$ cat config.mk
export PLATFORM = sky130hd
export DESIGN_NAME = pong_game_ctrl
export DESIGN_NICKNAME = d
export VERILOG_FILES = /design/src/rtl/pong_pkg.sv /design/src/rtl/pong_paddle.sv /design/src/rtl/pong_game_ctrl.sv
export SDC_FILE = /design/constraint.sdc
export NUM_CORES = 1
export LEC_CHECK = 0
export CAP_MARGIN = 5
export CORE_UTILIZATION = 60
export DETAILED_ROUTE_END_ITERATION = 10
export PLACE_DENSITY_LB_ADDON = 0.05
export RECOVER_POWER = 25
export SETUP_SLACK_MARGIN = 0.2
export SLEW_MARGIN = 20
export SYNTH_ARGS = -nofsm -noshare
export SYNTH_HDL_FRONTEND = slang
export SYNTH_HIERARCHICAL = 1
export SYNTH_SLANG_ARGS = --single-unit
export TNS_END_PERCENT = 30
$ cat constraint.sdc
create_clock -name clk -period 4.1 [get_ports clk]
set_input_delay 0.82 -clock clk [delete_from_list [all_inputs] [get_ports clk]]
set_output_delay 0.82 -clock clk [all_outputs]
set_load 0.005 [all_outputs]
$ cat src/rtl/pong_pkg.sv
// Shared Pong definitions. The game controller and the frame drawer both
// import this package, so they agree on geometry, derived limits and FSM states.
//   - DEF_* : default geometry in pixels, default timing in frames.
//   - helper functions : derive the limits from any parameter set.
//   - derived defaults : 80, 880, 15, 945, 55, 1225.
//   - pong_state_t : encoding of the game FSM.
package pong_pkg;

  localparam int unsigned DEF_FRAME_WIDTH   = 1280;
  localparam int unsigned DEF_FRAME_HEIGHT  = 960;
  localparam int unsigned DEF_CURSOR_WIDTH  = 20;
  localparam int unsigned DEF_CURSOR_OFFSET = 20;
  localparam int unsigned DEF_CURSOR_HEIGHT = 160;
  localparam int unsigned DEF_BALL_SIDE     = 30;
  localparam int unsigned DEF_CURSOR_SPEED  = 8;
  localparam int unsigned DEF_BALL_SPEED    = 4;
  localparam int unsigned DEF_SERVE_FRAMES  = 60;
  localparam int unsigned DEF_MAX_SCORE     = 9;

  // Lowest paddle centre, and lowest ball centre, on an axis.
  function automatic int unsigned half_of(input int unsigned side);
    return side / 2;
  endfunction

  // Highest centre before the object leaves a span of the given extent.
  function automatic int unsigned far_limit(input int unsigned extent,
                                            input int unsigned side);
    return extent - side / 2;
  endfunction

  // Ball centre x when the ball touches the left paddle face.
  function automatic int unsigned left_contact(input int unsigned offset,
                                               input int unsigned width,
                                               input int unsigned side);
    return offset + width + side / 2;
  endfunction

  localparam int unsigned CURSOR_MIN_Y   = half_of(DEF_CURSOR_HEIGHT);
  localparam int unsigned CURSOR_MAX_Y   = far_limit(DEF_FRAME_HEIGHT, DEF_CURSOR_HEIGHT);
  localparam int unsigned BALL_MIN_Y     = half_of(DEF_BALL_SIDE);
  localparam int unsigned BALL_MAX_Y     = far_limit(DEF_FRAME_HEIGHT, DEF_BALL_SIDE);
  localparam int unsigned LEFT_CONTACT_X = left_contact(DEF_CURSOR_OFFSET, DEF_CURSOR_WIDTH,
                                                        DEF_BALL_SIDE);
  localparam int unsigned RIGHT_CONTACT_X = DEF_FRAME_WIDTH - LEFT_CONTACT_X;

  typedef enum logic [2:0] {
    ST_IDLE,
    ST_SERVE,
    ST_PLAY,
    ST_POINT,
    ST_OVER
  } pong_state_t;

endpackage

$ cat src/rtl/pong_paddle.sv
// One Pong paddle: moves its centre y by CURSOR_SPEED per enabled frame and
// clamps it to the playfield.
//   clk, rst (async, active low), en (frame update strobe),
//   up, down (level controls), py (registered paddle centre y).
module pong_paddle
  import pong_pkg::*;
#(
  parameter int unsigned FRAME_HEIGHT  = DEF_FRAME_HEIGHT,
  parameter int unsigned CURSOR_HEIGHT = DEF_CURSOR_HEIGHT,
  parameter int unsigned CURSOR_SPEED  = DEF_CURSOR_SPEED
) (
  input  logic        clk,
  input  logic        rst,
  input  logic        en,
  input  logic        up,
  input  logic        down,
  output logic [15:0] py
);

  localparam logic [15:0] P_MIN  = 16'(half_of(CURSOR_HEIGHT));
  localparam logic [15:0] P_MAX  = 16'(far_limit(FRAME_HEIGHT, CURSOR_HEIGHT));
  localparam logic [15:0] P_HOME = 16'(FRAME_HEIGHT / 2);
  localparam logic [15:0] STEP   = 16'(CURSOR_SPEED);

  logic [15:0] py_n;

  // Additive comparisons keep the clamp free of unsigned underflow.
  always_comb begin
    py_n = py;
    if (up && !down) begin
      py_n = (py < P_MIN + STEP) ? P_MIN : py - STEP;
    end else if (down && !up) begin
      py_n = (py + STEP > P_MAX) ? P_MAX : py + STEP;
    end
  end

  always_ff @(posedge clk or negedge rst) begin
    if (!rst) begin
      py <= P_HOME;
    end else if (en) begin
      py <= py_n;
    end
  end

endmodule

$ cat src/rtl/pong_game_ctrl.sv
// Pong game controller: serve / play / point / game-over sequencing, ball
// motion with wall and paddle reflection, scoring, and two paddles.
//   clk, rst (async, active low), frame_tick (one pulse per frame),
//   start (new game pulse), left_/right_ up/down (paddle controls),
//   cursor_left_py / cursor_right_py, ball_px / ball_py (registered positions),
//   score_left / score_right, serving, game_over (registered status).
module pong_game_ctrl
  import pong_pkg::*;
#(
  parameter int unsigned FRAME_WIDTH   = DEF_FRAME_WIDTH,
  parameter int unsigned FRAME_HEIGHT  = DEF_FRAME_HEIGHT,
  parameter int unsigned CURSOR_WIDTH  = DEF_CURSOR_WIDTH,
  parameter int unsigned CURSOR_OFFSET = DEF_CURSOR_OFFSET,
  parameter int unsigned CURSOR_HEIGHT = DEF_CURSOR_HEIGHT,
  parameter int unsigned BALL_SIDE     = DEF_BALL_SIDE,
  parameter int unsigned CURSOR_SPEED  = DEF_CURSOR_SPEED,
  parameter int unsigned BALL_SPEED    = DEF_BALL_SPEED,
  parameter int unsigned SERVE_FRAMES  = DEF_SERVE_FRAMES,
  parameter int unsigned MAX_SCORE     = DEF_MAX_SCORE
) (
  input  logic        clk,
  input  logic        rst,
  input  logic        frame_tick,
  input  logic        start,
  input  logic        left_up,
  input  logic        left_down,
  input  logic        right_up,
  input  logic        right_down,
  output logic [15:0] cursor_left_py,
  output logic [15:0] cursor_right_py,
  output logic [15:0] ball_px,
  output logic [15:0] ball_py,
  output logic [3:0]  score_left,
  output logic [3:0]  score_right,
  output logic        serving,
  output logic        game_over
);

  localparam logic [15:0] SPD       = 16'(BALL_SPEED);
  localparam logic [15:0] CX        = 16'(FRAME_WIDTH / 2);
  localparam logic [15:0] CY        = 16'(FRAME_HEIGHT / 2);
  localparam logic [15:0] Y_MIN     = 16'(half_of(BALL_SIDE));
  localparam logic [15:0] Y_MAX     = 16'(far_limit(FRAME_HEIGHT, BALL_SIDE));
  localparam logic [15:0] X_MIN     = 16'(half_of(BALL_SIDE));
  localparam logic [15:0] X_MAX     = 16'(far_limit(FRAME_WIDTH, BALL_SIDE));
  localparam logic [15:0] L_CONTACT = 16'(left_contact(CURSOR_OFFSET, CURSOR_WIDTH, BALL_SIDE));
  localparam logic [15:0] R_CONTACT = 16'(FRAME_WIDTH -
                                          left_contact(CURSOR_OFFSET, CURSOR_WIDTH, BALL_SIDE));
  localparam logic [15:0] HIT_SPAN  = 16'(CURSOR_HEIGHT / 2 + BALL_SIDE / 2);
  localparam logic [15:0] SERVE_END = 16'(SERVE_FRAMES - 1);
  localparam logic [3:0]  SCORE_MAX = 4'(MAX_SCORE);

  pong_state_t state, state_n;
  logic [15:0] px_n, py_n, serve_cnt, serve_cnt_n;
  logic [3:0]  score_left_n, score_right_n;
  logic        dx, dy, dx_n, dy_n;
  logic        paddle_en, hit_left, hit_right;

  pong_paddle #(
    .FRAME_HEIGHT (FRAME_HEIGHT),
    .CURSOR_HEIGHT(CURSOR_HEIGHT),
    .CURSOR_SPEED (CURSOR_SPEED)
  ) u_paddle_left (
    .clk (clk),
    .rst (rst),
    .en  (paddle_en),
    .up  (left_up),
    .down(left_down),
    .py  (cursor_left_py)
  );

  pong_paddle #(
    .FRAME_HEIGHT (FRAME_HEIGHT),
    .CURSOR_HEIGHT(CURSOR_HEIGHT),
    .CURSOR_SPEED (CURSOR_SPEED)
  ) u_paddle_right (
    .clk (clk),
    .rst (rst),
    .en  (paddle_en),
    .up  (right_up),
    .down(right_down),
    .py  (cursor_right_py)
  );

  // |ball_py - cursor_py| < HIT_SPAN, written as two additive comparisons.
  assign hit_left  = !dx && (ball_px >= L_CONTACT) && (ball_px < L_CONTACT + SPD) &&
                     (ball_py < cursor_left_py + HIT_SPAN) &&
                     (cursor_left_py < ball_py + HIT_SPAN);
  assign hit_right = dx && (ball_px <= R_CONTACT) && (ball_px + SPD > R_CONTACT) &&
                     (ball_py < cursor_right_py + HIT_SPAN) &&
                     (cursor_right_py < ball_py + HIT_SPAN);

  always_comb begin
    state_n       = state;
    px_n          = ball_px;
    py_n          = ball_py;
    dx_n          = dx;
    dy_n          = dy;
    score_left_n  = score_left;
    score_right_n = score_right;
    serve_cnt_n   = serve_cnt;
    paddle_en     = 1'b0;
    case (state)
      ST_IDLE, ST_OVER: begin
        if (start) begin
          score_left_n  = '0;
          score_right_n = '0;
          px_n          = CX;
          py_n          = CY;
          serve_cnt_n   = '0;
          state_n       = ST_SERVE;
        end
      end
      ST_SERVE: begin
        if (frame_tick) begin
          paddle_en = 1'b1;
          px_n      = CX;
          py_n      = CY;
          if (serve_cnt == SERVE_END) begin
            serve_cnt_n = '0;
            state_n     = ST_PLAY;
          end else begin
            serve_cnt_n = serve_cnt + 16'd1;
          end
        end
      end
      ST_PLAY: begin
        if (frame_tick) begin
          paddle_en = 1'b1;
          // Vertical walls are resolved independently of the paddle/goal
          // tests so a corner tick reflects on both axes.
          if (!dy && (ball_py <= Y_MIN + SPD)) begin
            py_n = Y_MIN;
            dy_n = 1'b1;
          end else if (dy && (ball_py + SPD >= Y_MAX)) begin
            py_n = Y_MAX;
            dy_n = 1'b0;
          end else begin
            py_n = dy ? ball_py + SPD : ball_py - SPD;
          end
          if (hit_left) begin
            px_n = L_CONTACT;
            dx_n = 1'b1;
          end else if (hit_right) begin
            px_n = R_CONTACT;
            dx_n = 1'b0;
          end else if (!dx && (ball_px <= X_MIN + SPD)) begin
            px_n = X_MIN;
            if (score_right != SCORE_MAX) score_right_n = score_right + 4'd1;
            state_n = ST_POINT;
          end else if (dx && (ball_px + SPD >= X_MAX)) begin
            px_n = X_MAX;
            if (score_left != SCORE_MAX) score_left_n = score_left + 4'd1;
            state_n = ST_POINT;
          end else begin
            px_n = dx ? ball_px + SPD : ball_px - SPD;
          end
        end
      end
      ST_POINT: begin
        if (frame_tick) begin
          if ((score_left == SCORE_MAX) || (score_right == SCORE_MAX)) begin
            state_n = ST_OVER;
          end else begin
            // dx still points at the side that missed, i.e. toward the
            // player who conceded, so it is simply kept.
            px_n        = CX;
            py_n        = CY;
            serve_cnt_n = '0;
            state_n     = ST_SERVE;
          end
        end
      end
      default: state_n = ST_IDLE;
    endcase
  end

  always_ff @(posedge clk or negedge rst) begin
    if (!rst) begin
      state       <= ST_IDLE;
      ball_px     <= CX;
      ball_py     <= CY;
      dx          <= 1'b1;
      dy          <= 1'b1;
      score_left  <= '0;
      score_right <= '0;
      serve_cnt   <= '0;
      serving     <= 1'b0;
      game_over   <= 1'b0;
    end else begin
      state       <= state_n;
      ball_px     <= px_n;
      ball_py     <= py_n;
      dx          <= dx_n;
      dy          <= dy_n;
      score_left  <= score_left_n;
      score_right <= score_right_n;
      serve_cnt   <= serve_cnt_n;
      serving     <= (state_n == ST_SERVE);
      game_over   <= (state_n == ST_OVER);
    end
  end

endmodule

Word-level counts from Yosys, hierarchy flattened. Cells that the tools add are included.

Word-level logic and storage cells: 171. Output and inout port bits: 74. Input bits: 8. Bits in registers: 95.

Magnitude comparators: 16. Muxes and demuxes: 65. $add $sub $neg: 14. Reductions and logical operators: 41. Equal/unequal tests: 23.

Operators by type and width (number): $mux 16 (31); $pmux 16 s4 (2); $lt 16x16->1 (4); $add 16x7->16 const B (3); $mux 4 (12); $pmux 16 s3 (1); $add 16x3->16 const B (2); $add 16x4->16 const B (2); $gt 16x10->1 const B (2); $le 16x5->1 const B (2); $lt 16x7->1 const B (2); $sub 16x3->16 const B (2); $sub 16x4->16 const B (2); $mux 3 (10); $ne 2x2->1 const B (12); $add 16x1->16 const B (1); $eq 16x6->1 const B (1); $ge 16x10->1 const B (1); $ge 16x11->1 const B (1); $ge 16x6->1 const B (1); $gt 16x11->1 const B (1); $le 16x11->1 const B (1); $logic_and 1x1->1 (16); $lt 16x6->1 const B (1); 22 further kinds (46).

Longest topological paths before layout.
Depth after elaboration: 10. Gate-level depth with buffers: 19. Gate-level depth less buffers: 17.

Cells and area by module. Netlist, hierarchy kept.

By module, submodules not included: pong_game_ctrl (cells each 857, area an instance 6727.7 um^2, times used 1, sequential area each 1586.5 um^2); pong_paddle (cells each 178, area an instance 1392.6 um^2, times used 2, sequential area each 330.3 um^2).

Worst setup path before layout. No wires, ideal clock.

Kind: reg-to-reg. Start: reg ball_py[4]. End: reg ball_px[1]. Period minus slack after synthesis: 3.559 ns. Path buffers: 2. Setup slack: 0.541 ns. Cell stages (with the launch flop): 18. Data required time: 3.965 ns. Arrival: 3.424 ns. Setup time: 0.135 ns. Cell sequence: dfrtp_1 -> clkbuf_1 -> inv_1 -> nand3_1 -> nor3_1 -> o21bai_1 -> nand3_1 -> xor2_1 -> ha_1 -> a21o_1 -> a21o_1 -> a21oi_1 -> a31oi_1 -> or3_1 -> clkbuf_1 -> a2bb2oi_2 -> a31oi_1 -> o22ai_1.

Cells in the longest elaborated chain, start to end: 7. Elaborated cells between the ends (all ways): 13. Classes of those cells: add/sub (1); order compare (4); mux (4); reduce/logical (4).

Ends and longest elaborated chain: start, declared (RTL line pong_game_ctrl.sv:32) `output logic [15:0] ball_py,`; start signal, assigned (RTL line pong_game_ctrl.sv:193) `ball_py <= py_n;`; $add 16x7->16 or $lt 16x16->1 (tied branches) (RTL line pong_game_ctrl.sv:88, pong_game_ctrl.sv:91, pong_game_ctrl.sv:90); $lt 16x16->1 or $logic_and 1x1->1 (tied branches) (RTL line pong_game_ctrl.sv:91, pong_game_ctrl.sv:89); $logic_and 1x1->1 (RTL line pong_game_ctrl.sv:90) `(ball_py < cursor_right_py + HIT_SPAN) &&`; $mux 16 (RTL line pong_game_ctrl.sv:144) `end else if (hit_right) begin`; $mux 16 (*) (RTL line pong_game_ctrl.sv:141) `if (hit_left) begin`; $mux 16 (*) (RTL line pong_game_ctrl.sv:128) `if (frame_tick) begin`; $pmux 16 s4 (*) (RTL line pong_game_ctrl.sv:103) `case (state)`; end signal, assigned (RTL line pong_game_ctrl.sv:192) `ball_px <= px_n;`; end, declared (RTL line pong_game_ctrl.sv:31) `output logic [15:0] ball_px,`.

Every way passes the cells marked *; elsewhere a longest branch is shown, timed or not. The select of a mux whose other input is x is not followed. A chain may end at the register's enable or synchronous reset.

Worst setup path after layout.
Start: reg ball_py[8]. End: reg serving.

Cells in the longest elaborated chain, start to end: 8. Elaborated cells between the ends (all ways): 14. Classes of those cells: add/sub (1); order compare (4); eq/ne (1); mux (4); reduce/logical (4).

Ends and longest elaborated chain: $add 16x7->16 or $lt 16x16->1 (tied branches) (RTL line pong_game_ctrl.sv:88, pong_game_ctrl.sv:91, pong_game_ctrl.sv:90); $lt 16x16->1 or $logic_and 1x1->1 (tied branches) (RTL line pong_game_ctrl.sv:91, pong_game_ctrl.sv:89); $logic_and 1x1->1 (RTL line pong_game_ctrl.sv:90); $mux 3 (RTL line pong_game_ctrl.sv:144); $mux 3 (*) (RTL line pong_game_ctrl.sv:141); $mux 3 (*) (RTL line pong_game_ctrl.sv:128); $pmux 3 s4 (*) (RTL line pong_game_ctrl.sv:103); via state_n[0] (RTL line pong_game_ctrl.sv:53) `pong_state_t state, state_n;`; $eq 3x1->1 (*) (RTL line pong_game_ctrl.sv:199) `serving <= (state_n == ST_SERVE);`; end signal, assigned (RTL line pong_game_ctrl.sv:199); end, declared (RTL line pong_game_ctrl.sv:35) `output logic serving,`.

The timed path passes the listed nets; every way through them passes the cells marked *.

==> results.py <==
metrics = {
    "hold_path": {
        "hold_start": "serve_cnt[15]",
        "hold_class": "flop to flop",
        "min_to": "serve_cnt[15]",
        "hold_depth": 1,
    },
    "cells_and_area": {
        "n_fill_cell": 1306,
        "final_nets": 1363,
        "drive_above_1_share_pct": 10.4,
        "area_delta_synth_final_pct": 14.1,
        "n_antenna_cell": 0,
        "fin_util_pct": 70.9,
        "layout_commonest_cell": "nand2_1",
        "layout_common_cells": "nand2_1, nor2_1, ha_1",
    },
    "floorplanning": {
        "dieWidth_um": 128,
        "rows": 45,
        "die-height_um": 128,
        "io_pins": 82,
        "core_area_um2": 15300,
        "die_area_um2": 16400,
        "initial_core_util_pct": 62.1,
    },
    "grt": {
        "first_global_vias": 8935,
        "grt_pass1_wl_mm": 45.6,
        "grt_util_all_layers_pct": 34.9,
        "antenna_found_initial": 0,
        "grt_max_degree": 77,
        "gr-total-overflow": 0,
    },
    "place": {
        "finalWeightedCongestion": 0.962,
        "port_buffers": 75,
        "dp_slack_ps": 292,
        "dp_hpwl_mm": 20.2,
    },
    "timing": {
        "fin_crit_sh_pct": 90.6,
        "drv_slew": 77,
        "fmax_mhz": 269,
        "finClkSkew_ps": 6.30,
        "final.setup.tns_ps": 0,
        "rsz0062_at_grt": "false",
        "period_minus_slack_ps": 3720,
        "maxSlewHeadroom_pct": -36.4,
        "worstMarginPinSlew_ps": 2050,
        "fin_ws_ps": 385,
        "final-hold-violation-count": 0,
        "hold_ws_ps": 491,
        "setup_viol": 0,
    },
    "logic_synthesis": {
        "yosysWarningCount": 6,
        "yosysTopAreaCell": "dfrtp_1",
        "ys_types": 86,
        "syn_avg_cell_area_um2": 7.84,
        "synthFlopType": "dfrtp_1",
        "syn-cell-area_um2": 9510,
        "seq_area_frac_synth_pct": 23.6,
        "synthArstFlopShare_pct": 100,
        "synth_area_leaders": "dfrtp_1, ha_1, dfstp_2",
        "yosys.area.top_type_share_pct": 19.2,
        "synth_seq_cells": 89,
        "synth_edf_count": 0,
        "synth_cells": 1213,
    },
    "pwr": {
        "power.total_mw": 3.83,
        "ir_worst_vdd_mv": 0.419,
        "p_per_area_nw_per_um2": 353,
        "p_leak_nw": 4.42,
    },
    "cts": {
        "cts_buffers": 9,
        "clk_path_buf_depth": 2,
        "cts_hold_buf": 0,
        "ctsHtreeMaxLevel": 3,
        "path_clk_slew_ps": 70,
        "cts_sinks": 89,
        "clockRootBuffer": "clkbuf_16",
        "clk_latency_ps": 360,
        "cts_tree": "done",
    },
    "routing": {
        "first_iter_violations": 901,
        "drc": 0,
        "num_vias": 9809,
        "viasPerCell": 6.60,
        "wirelength_mm": 28.0,
        "first_pass_iters": 5,
        "postRouteAntennaNets": 0,
        "routedWlPerCell_um": 18.8,
    },
    "worst_setup_path": {
        "worstPathArrival_ps": 3970,
        "endpoint_kind": "flop",
        "startpoint_type": "flop",
        "cp_top_family": "simple AND/OR/NAND/NOR gates",
        "critPathMaxFanout": 8,
        "worstRegToRegCells": 14,
        "r2r-start": "ball_py[8]",
        "cpMaxStageDelayCell": "dfstp_2",
        "cp_cell_sequence": "and4_4 -> and2_4 -> and3_1 -> nand3_1 -> xor2_2 -> ha_1 -> nand4_1 -> nor2_2 -> o211ai_1 -> o2111ai_2 -> a211oi_4 -> nand2b_1 -> o31ai_1 -> nor3b_1",
        "r2r_slack_ps": 380,
        "worstPathRequired_ps": 4350,
        "timing.rr.end": "serving",
        "cp_slowest_stage_delay_ps": 610,
        "cp_num_buf_inv": 0,
        "path_class": "flop to flop",
    },
    "run": {
        "max-cap-violations": 1,
    },
    "status": {
        "violations": "capacitance limit, slew limit",
        "outcome": "finished with violations",
    },
}
==> registers in the layout, summed over array words and instances, names as in the netlist, 3 cells and up <==
name	flops
u_paddle_left/py	13
serve_cnt	16
ball_py	16
u_paddle_right/py	13
score_left	4
ball_px	16
state	3
score_right	4
==> per-layer routing <==
layer	track usage (%)	up-vias	part of all wire (%)
met3	6.64	79	8.8
li1	-	4654	-
met5	0	-	0
met1	49.0	4569	44
met4	12.5	0	2.5
met2	53.4	507	44
==> logic make-up after synthesis <==
logic type      share of synthesized area, %
other cells                           0.0789
mux                                    0.421
compound gates                          25.8
buf+inv                                 6.09
simple gates                            27.7
xor+xnor                                5.06
fa+ha+maj                               11.2
flops                                   23.6
==> cells in the mapped netlist (all sizes together), types with 9 or more instances <==
cell    instances
nand2         105
nor2           99
o21ai          86
ha             85
a21oi          81
dfrtp          73
nand3          53
nor3           49
inv            48
buf            39
clkbuf         39
xnor2          38
nand4          32
and3           29
a31oi          22
o211ai         22
xor2           17
and2           16
dfstp          16
nand2b         16
nor4           16
nor2b          15
o31ai          15
o22ai          14
a21o           12
a211oi          9
and4            9
or2             9
==> layout make-up <==
class | count | area, um2 | share of cell area (%)
clock inverters | 6 | 53.8 | 0.496
inverters | 48 | 180 | 1.66
clock buffers | 10 | 239 | 2.20
well taps | 211 | 264 | 2.43
repair buffers | 120 | 1080 | 9.98
flip-flops and latches | 89 | 2250 | 20.7
multi-input cells | 1002 | 6790 | 62.5
==> worst max path at each step <==
stage	end	cells after the start	slack [ps]	startpoint
floorplan	ball_px[1]	17	540	ball_py[4]
detailed placement	ball_px[13]	13	290	ball_py[8]
finish	serving	14	380	ball_py[8]
CTS	ball_px[13]	13	280	ball_py[8]
global placement	ball_px[1]	14	420	ball_py[8]
global route	ball_px[1]	14	210	ball_py[8]
==> metrics by stage <==
step | cell area [um2] | cells
after floorplan | 9530 | 1217
after global placement | 10500 | 1466
after detailed placement | 10500 | 1466
after CTS | 10700 | 1482
after global routing | 10900 | 1486
final | 10900 | 1486
==> where the power goes <==
part	internal, mW	switching (mW)
clock network	0.442	0.417
logic	0.764	1.15
registers	0.977	0.0796
total	2.18	1.65
==> repair_timing <==
action,4_1_cts,5_1_grt
buffers inserted,0,4
setup endpoints to repair,0,19
resized for setup,0,19
Power figures use the tool's default switching activity.
